==> src/rtl/traffic_ctrl_nway.sv <==
// N-approach round-robin traffic signal controller with demand skipping and
// emergency pre-emption. Outputs are a pure decode of the phase/dir/timer flops.
//
// state     | meaning
// ----------+-----------------------------------------------------
// PH_ALLRED | every head red; clearance before choosing next_dir
// PH_GREEN  | cur_dir green, others red
// PH_YELLOW | cur_dir yellow, others red
module traffic_ctrl_nway #(
    parameter int N_APPR   = 4,
    parameter int GREEN_T  = 30,
    parameter int YELLOW_T = 5,
    parameter int ALLRED_T = 2,
    parameter int CNT_W    = 8
) (
    input  logic                        i_clk,
    input  logic                        i_rst,
    input  logic [N_APPR-1:0]           i_veh_present,
    input  logic                        i_emerg_req,
    input  logic [$clog2(N_APPR)-1:0]   i_emerg_dir,
    output logic [3*N_APPR-1:0]         o_lights,
    output logic [$clog2(N_APPR)-1:0]   o_green_dir,
    output logic [1:0]                  o_phase
);
    localparam int DIR_W = $clog2(N_APPR);
    localparam logic [DIR_W:0]   N_DIR  = N_APPR[DIR_W:0];
    localparam logic [DIR_W-1:0] LAST   = DIR_W'(N_APPR - 1);
    localparam logic [CNT_W-1:0] G_LD   = CNT_W'(GREEN_T - 1);
    localparam logic [CNT_W-1:0] Y_LD   = CNT_W'(YELLOW_T - 1);
    localparam logic [CNT_W-1:0] A_LD   = CNT_W'(ALLRED_T - 1);

    typedef enum logic [1:0] {
        PH_ALLRED = 2'd0,
        PH_GREEN  = 2'd1,
        PH_YELLOW = 2'd2
    } phase_t;

    phase_t           r_phase;
    logic [DIR_W-1:0] r_cur_dir;
    logic [CNT_W-1:0] r_tmr;

    logic             w_emerg_vld;
    logic             w_scan_hit;
    logic [DIR_W-1:0] w_scan_dir;
    logic [DIR_W-1:0] w_rr_dir;
    logic [DIR_W-1:0] w_next_dir;

    assign w_emerg_vld = i_emerg_req && ({1'b0, i_emerg_dir} < N_DIR);
    assign w_rr_dir    = DIR_W'((int'(r_cur_dir) + 1) % N_APPR);

    // Scan from the far end so the nearest requester after cur_dir wins;
    // cur_dir itself is offset N_APPR, i.e. considered last.
    always_comb begin
        w_scan_hit = 1'b0;
        w_scan_dir = '0;
        for (int k = N_APPR; k >= 1; k--) begin
            if (i_veh_present[(int'(r_cur_dir) + k) % N_APPR]) begin
                w_scan_hit = 1'b1;
                w_scan_dir = DIR_W'((int'(r_cur_dir) + k) % N_APPR);
            end
        end
    end

    always_comb begin
        if (w_emerg_vld)
            w_next_dir = i_emerg_dir;
        else if (w_scan_hit)
            w_next_dir = w_scan_dir;
        else
            w_next_dir = w_rr_dir;
    end

    always_ff @(posedge i_clk) begin
        if (i_rst) begin
            r_phase   <= PH_ALLRED;
            r_cur_dir <= LAST;
            r_tmr     <= A_LD;
        end else begin
            case (r_phase)
                PH_GREEN: begin
                    if (w_emerg_vld && (i_emerg_dir != r_cur_dir)) begin
                        r_phase <= PH_YELLOW;
                        r_tmr   <= Y_LD;
                    end else if (w_emerg_vld) begin
                        r_tmr   <= G_LD;
                    end else if (r_tmr == '0) begin
                        r_phase <= PH_YELLOW;
                        r_tmr   <= Y_LD;
                    end else begin
                        r_tmr   <= r_tmr - 1'b1;
                    end
                end
                PH_YELLOW: begin
                    if (r_tmr == '0) begin
                        r_phase <= PH_ALLRED;
                        r_tmr   <= A_LD;
                    end else begin
                        r_tmr   <= r_tmr - 1'b1;
                    end
                end
                default: begin
                    if (r_tmr == '0) begin
                        r_phase   <= PH_GREEN;
                        r_cur_dir <= w_next_dir;
                        r_tmr     <= G_LD;
                    end else begin
                        r_tmr     <= r_tmr - 1'b1;
                    end
                end
            endcase
        end
    end

    always_comb begin
        o_lights = {N_APPR{3'b100}};
        if (r_phase == PH_GREEN)
            o_lights[3*int'(r_cur_dir) +: 3] = 3'b001;
        else if (r_phase == PH_YELLOW)
            o_lights[3*int'(r_cur_dir) +: 3] = 3'b010;
    end

    assign o_green_dir = r_cur_dir;
    assign o_phase     = r_phase;

endmodule

==> config.mk <==
export PLATFORM = sky130hd
export DESIGN_NAME = traffic_ctrl_nway
export DESIGN_NICKNAME = d
export VERILOG_FILES = /design/src/rtl/traffic_ctrl_nway.sv
export SDC_FILE = /design/constraint.sdc
export NUM_CORES = 1
export LEC_CHECK = 0
export ABC_AREA = 1
export CAP_MARGIN = 30
export CORE_MARGIN = 10
export CORE_UTILIZATION = 35
export DETAILED_ROUTE_END_ITERATION = 10
export PLACE_DENSITY = 0.65
export SLEW_MARGIN = 15
export SYNTH_ARGS = -nofsm -noshare
export SYNTH_HDL_FRONTEND = slang
export SYNTH_SLANG_ARGS = --single-unit
==> constraint.sdc <==
create_clock -name i_clk -period 2 [get_ports i_clk]
set_clock_uncertainty 0.2 [all_clocks]
set_input_delay 0.4 -clock i_clk [delete_from_list [all_inputs] [get_ports i_clk]]
set_output_delay 0.4 -clock i_clk [all_outputs]
set_load 0.005 [all_outputs]
==> results.py <==
metrics = {
    "status": {
        "status": "finished clean",
    },
    "yosys": {
        "synthSimpleGateAreaFrac_pct": 42.1,
        "synth_area_leaders": "dfxtp_1 22%, nand2_1 14%, ha_1 9.2%",
        "synthArstFlopShare_pct": 0,
        "synth_compound_area_share_pct": 8.83,
        "synth_top_family_by_area": "simple AND/OR/NAND/NOR gates",
        "yosys_register_bits": 12,
        "synthesis.area_um2": 1090,
        "synth.area.mux_share_pct": 0,
        "ys_types": 29,
        "synth_edf_count": 0,
        "yosysWarnings": 0,
        "synth_fa_ha_area_share_pct": 9.17,
        "synth.most_common_cell": "nand2_1",
        "synth_nets": 189,
        "ys.flop_type": "dfxtp_1",
        "synth_top_area_cell": "dfxtp_1",
        "synth_common_cells": "40 x nand2_1, 23 x inv_1, 18 x nand3_1",
        "seq_area_frac_synth_pct": 22.0,
        "synthCells": 172,
        "synth_area_per_cell_um2": 6.34,
        "synth_xor_area_share_pct": 6.42,
        "synth_top_area_share_pct": 22.0,
    },
    "placed_design": {
        "post-dp-hpwl_mm": 2.12,
        "gp_congestion": 0.830,
        "portBuffers": 24,
        "dpl.cell_count": 249,
    },
    "timing": {
        "rsz0062_at_grt": "true",
        "worst_pin_slew_ns": 0.274,
        "relSlewSlack_pct": 81.6,
        "setup_violations": 0,
        "min_period_over_period_pct": 97.7,
        "clock.fmax_mhz": 512,
        "hold_ws_ns": 0.331,
        "slew_viol_final": 0,
        "period_needed_ns": 1.95,
        "hold_viol": 0,
        "setup_tns_ns": 0,
    },
    "clocking": {
        "cts.clk_slew.worst_paths_ns": 0.08,
        "clk_path_buf_depth": 2,
        "cts_tree": "yes",
        "cts_max_level": 1,
        "cts_buffers": 3,
        "clock-sinks": 12,
        "clock_tree.root_cell": "clkbuf_4",
        "hold_buffers": 0,
        "clock_latency_ns": 0.28,
    },
    "floorplanning": {
        "chipWidth_um": 75.8,
        "num_io_pins": 25,
        "dieArea_um2": 5750,
        "die_h_um": 75.8,
        "core_area_um2": 3030,
        "start_util_pct": 36.0,
        "rows": 20,
    },
    "worst_setup_path": {
        "cp_max_fo": 6,
        "crit_path_cell_trace": "inv_2 -> ha_4 -> buf_4 -> o21ai_1 -> clkdlybuf4s15_2",
        "cpPeakStageDelay_ns": 0.36,
        "cp-end-kind": "primary output",
        "cp.required_ns": 1.40,
        "timing.rr.end": "o_green_dir[0]",
        "worstReg2RegStart": "o_green_dir[0]",
        "crit_arrival_ns": 1.35,
        "critical_path.startpoint": "o_phase[1]",
        "critPathLaunchType": "register",
        "rr_worst_depth": 12,
        "cp_slowest_cell": "dfxtp_4",
        "regToRegSetupSlack_ns": 0.19,
        "path_class": "register to primary output",
    },
    "power_and_ir_drop": {
        "leakagePower_nw": 0.821,
        "vdd_drop_max_mv": 0.705,
        "p_per_area_nw_per_um2": 1560,
    },
    "global_route": {
        "antenna_found_initial": 0,
        "gr-usage-all-layers_pct": 10.1,
        "grt_max_degree": 10,
        "grt_overflow": 0,
        "grt_pass1_vias": 1099,
        "grt_pass1_wl_mm": 4.71,
    },
    "route": {
        "final_antenna_net_count": 0,
        "drcViolationCount": 0,
        "drt_first_pass_iters": 4,
        "wl_per_cell_um": 10.4,
        "postRouteWirelength_mm": 2.67,
        "num_vias": 1145,
        "post_drt_via_cell_ratio": 4.46,
        "drt_iter0_drc": 50,
    },
    "finish": {
        "fin_cells": 257,
        "nFillCells": 303,
        "area_delta_synth_final_pct": 48.1,
        "final_util_pct": 53.3,
        "layout-drive-gt1-share_pct": 26.3,
        "n_antenna_cell": 0,
        "nets": 231,
    },
    "worst_hold_path": {
        "hold_depth": 2,
        "hold_end": "r_tmr[7]",
        "hold_class": "register to register",
        "hold_path.startpoint": "r_tmr[7]",
    },
    "flow_run": {
        "maxCapViolCount": 0,
    },
}
==> worst max path at each step <==
| stage | end | slack, ns | cells past startpoint |
|---|---|---|---|
| finish | o_lights[5] | 0.05 | 5 |
| global route | o_lights[1] | -0.03 | 5 |
| CTS | o_lights[3] | -0.13 | 5 |
| detailed placement | o_lights[8] | -0.08 | 4 |
| global placement | o_lights[11] | -0.03 | 4 |
| floorplan | o_green_dir[0] | 0.17 | 12 |
==> sequential cells by signal (all words and copies together) (netlist names) <==
name         cells
r_tmr            8
o_green_dir      2
o_phase          2
==> final cells by class <==
| class | instances | area, µm² | share of cell area (%) |
|---|---|---|---|
| inverter | 25 | 104 | 6.43 |
| multi-input combinational | 131 | 801 | 49.6 |
| sequential | 12 | 253 | 15.6 |
| tap | 44 | 55.1 | 3.41 |
| clock buffer | 4 | 36.3 | 2.25 |
| timing repair buffer | 41 | 367 | 22.7 |
==> logic make-up (layout without fill, tap and decap cells) <==
kind of cell	Yosys count	after routing
simple gates	97	97
xor+xnor	8	8
compound gates	18	18
flops	12	12
buf+inv	29	70
fa+ha+maj	8	8
==> timing repair <==
| item | in CTS | in global routing |
|---|---|---|
| setup buffers | 2 | 2 |
| hold endpoints to repair | 0 | 0 |
| setup endpoints to repair | 13 | 12 |
| pin swaps | 1 | 0 |
| resized for setup | 33 | 21 |
==> critical path: cells and delay by family, from the launching register on <==
kind	cells	cell delay, ns
AO/OA/AOI/OAI	1	0.12
adder cells (fa/ha/maj)	1	0.17
buffers and inverters	3	0.43
flip-flops	1	0.36
==> power breakdown <==
group	leakage [nW]	switching [mW]	internal, mW
Sequential	0.0998	0.124	0.369
Combinational	0.701	0.955	0.873
Clock	0.0210	0.0873	0.111
==> through the flow <==
| stage | area (µm²) | setup WS, ns | power (mW) |
|---|---|---|---|
| floorplan | 1090 | 0.173 | 1.56 |
| global placement | 1460 | -0.0280 | 2.11 |
| detailed placement | 1460 | -0.0757 | 2.10 |
| CTS | 1550 | -0.126 | 2.40 |
| global route | 1620 | -0.0264 | 2.81 |
| finish | 1620 | 0.0451 | 2.52 |
==> metal layers <==
layer / routed length [µm] / vias up / GRT usage (%)
met3: 113 / 2 / 1.43
met5: 0 / - / 0
met2: 1300 / 22 / 19.2
li1: - / 625 / -
met1: 1220 / 496 / 11.1
met4: 28 / 0 / 3.09
==> placed cells by master (no fill, tap or decap), types with 3 or more instances in the layout <==
cell type and count:
dfxtp_4 3, clkdlybuf4s50_1 12, xor2_1 5, dfxtp_1 8, nand2_1 40, xnor2_1 3, ha_4 5, nor3_1 4
inv_1 21, o21ai_0 5, nor2_1 16, buf_4 16, nand3_1 18, a21oi_1 5, clkbuf_4 3, dlygate4sd2_1 4
o21ai_1 3, nand2_2 8
Power figures use the tool's default switching activity.
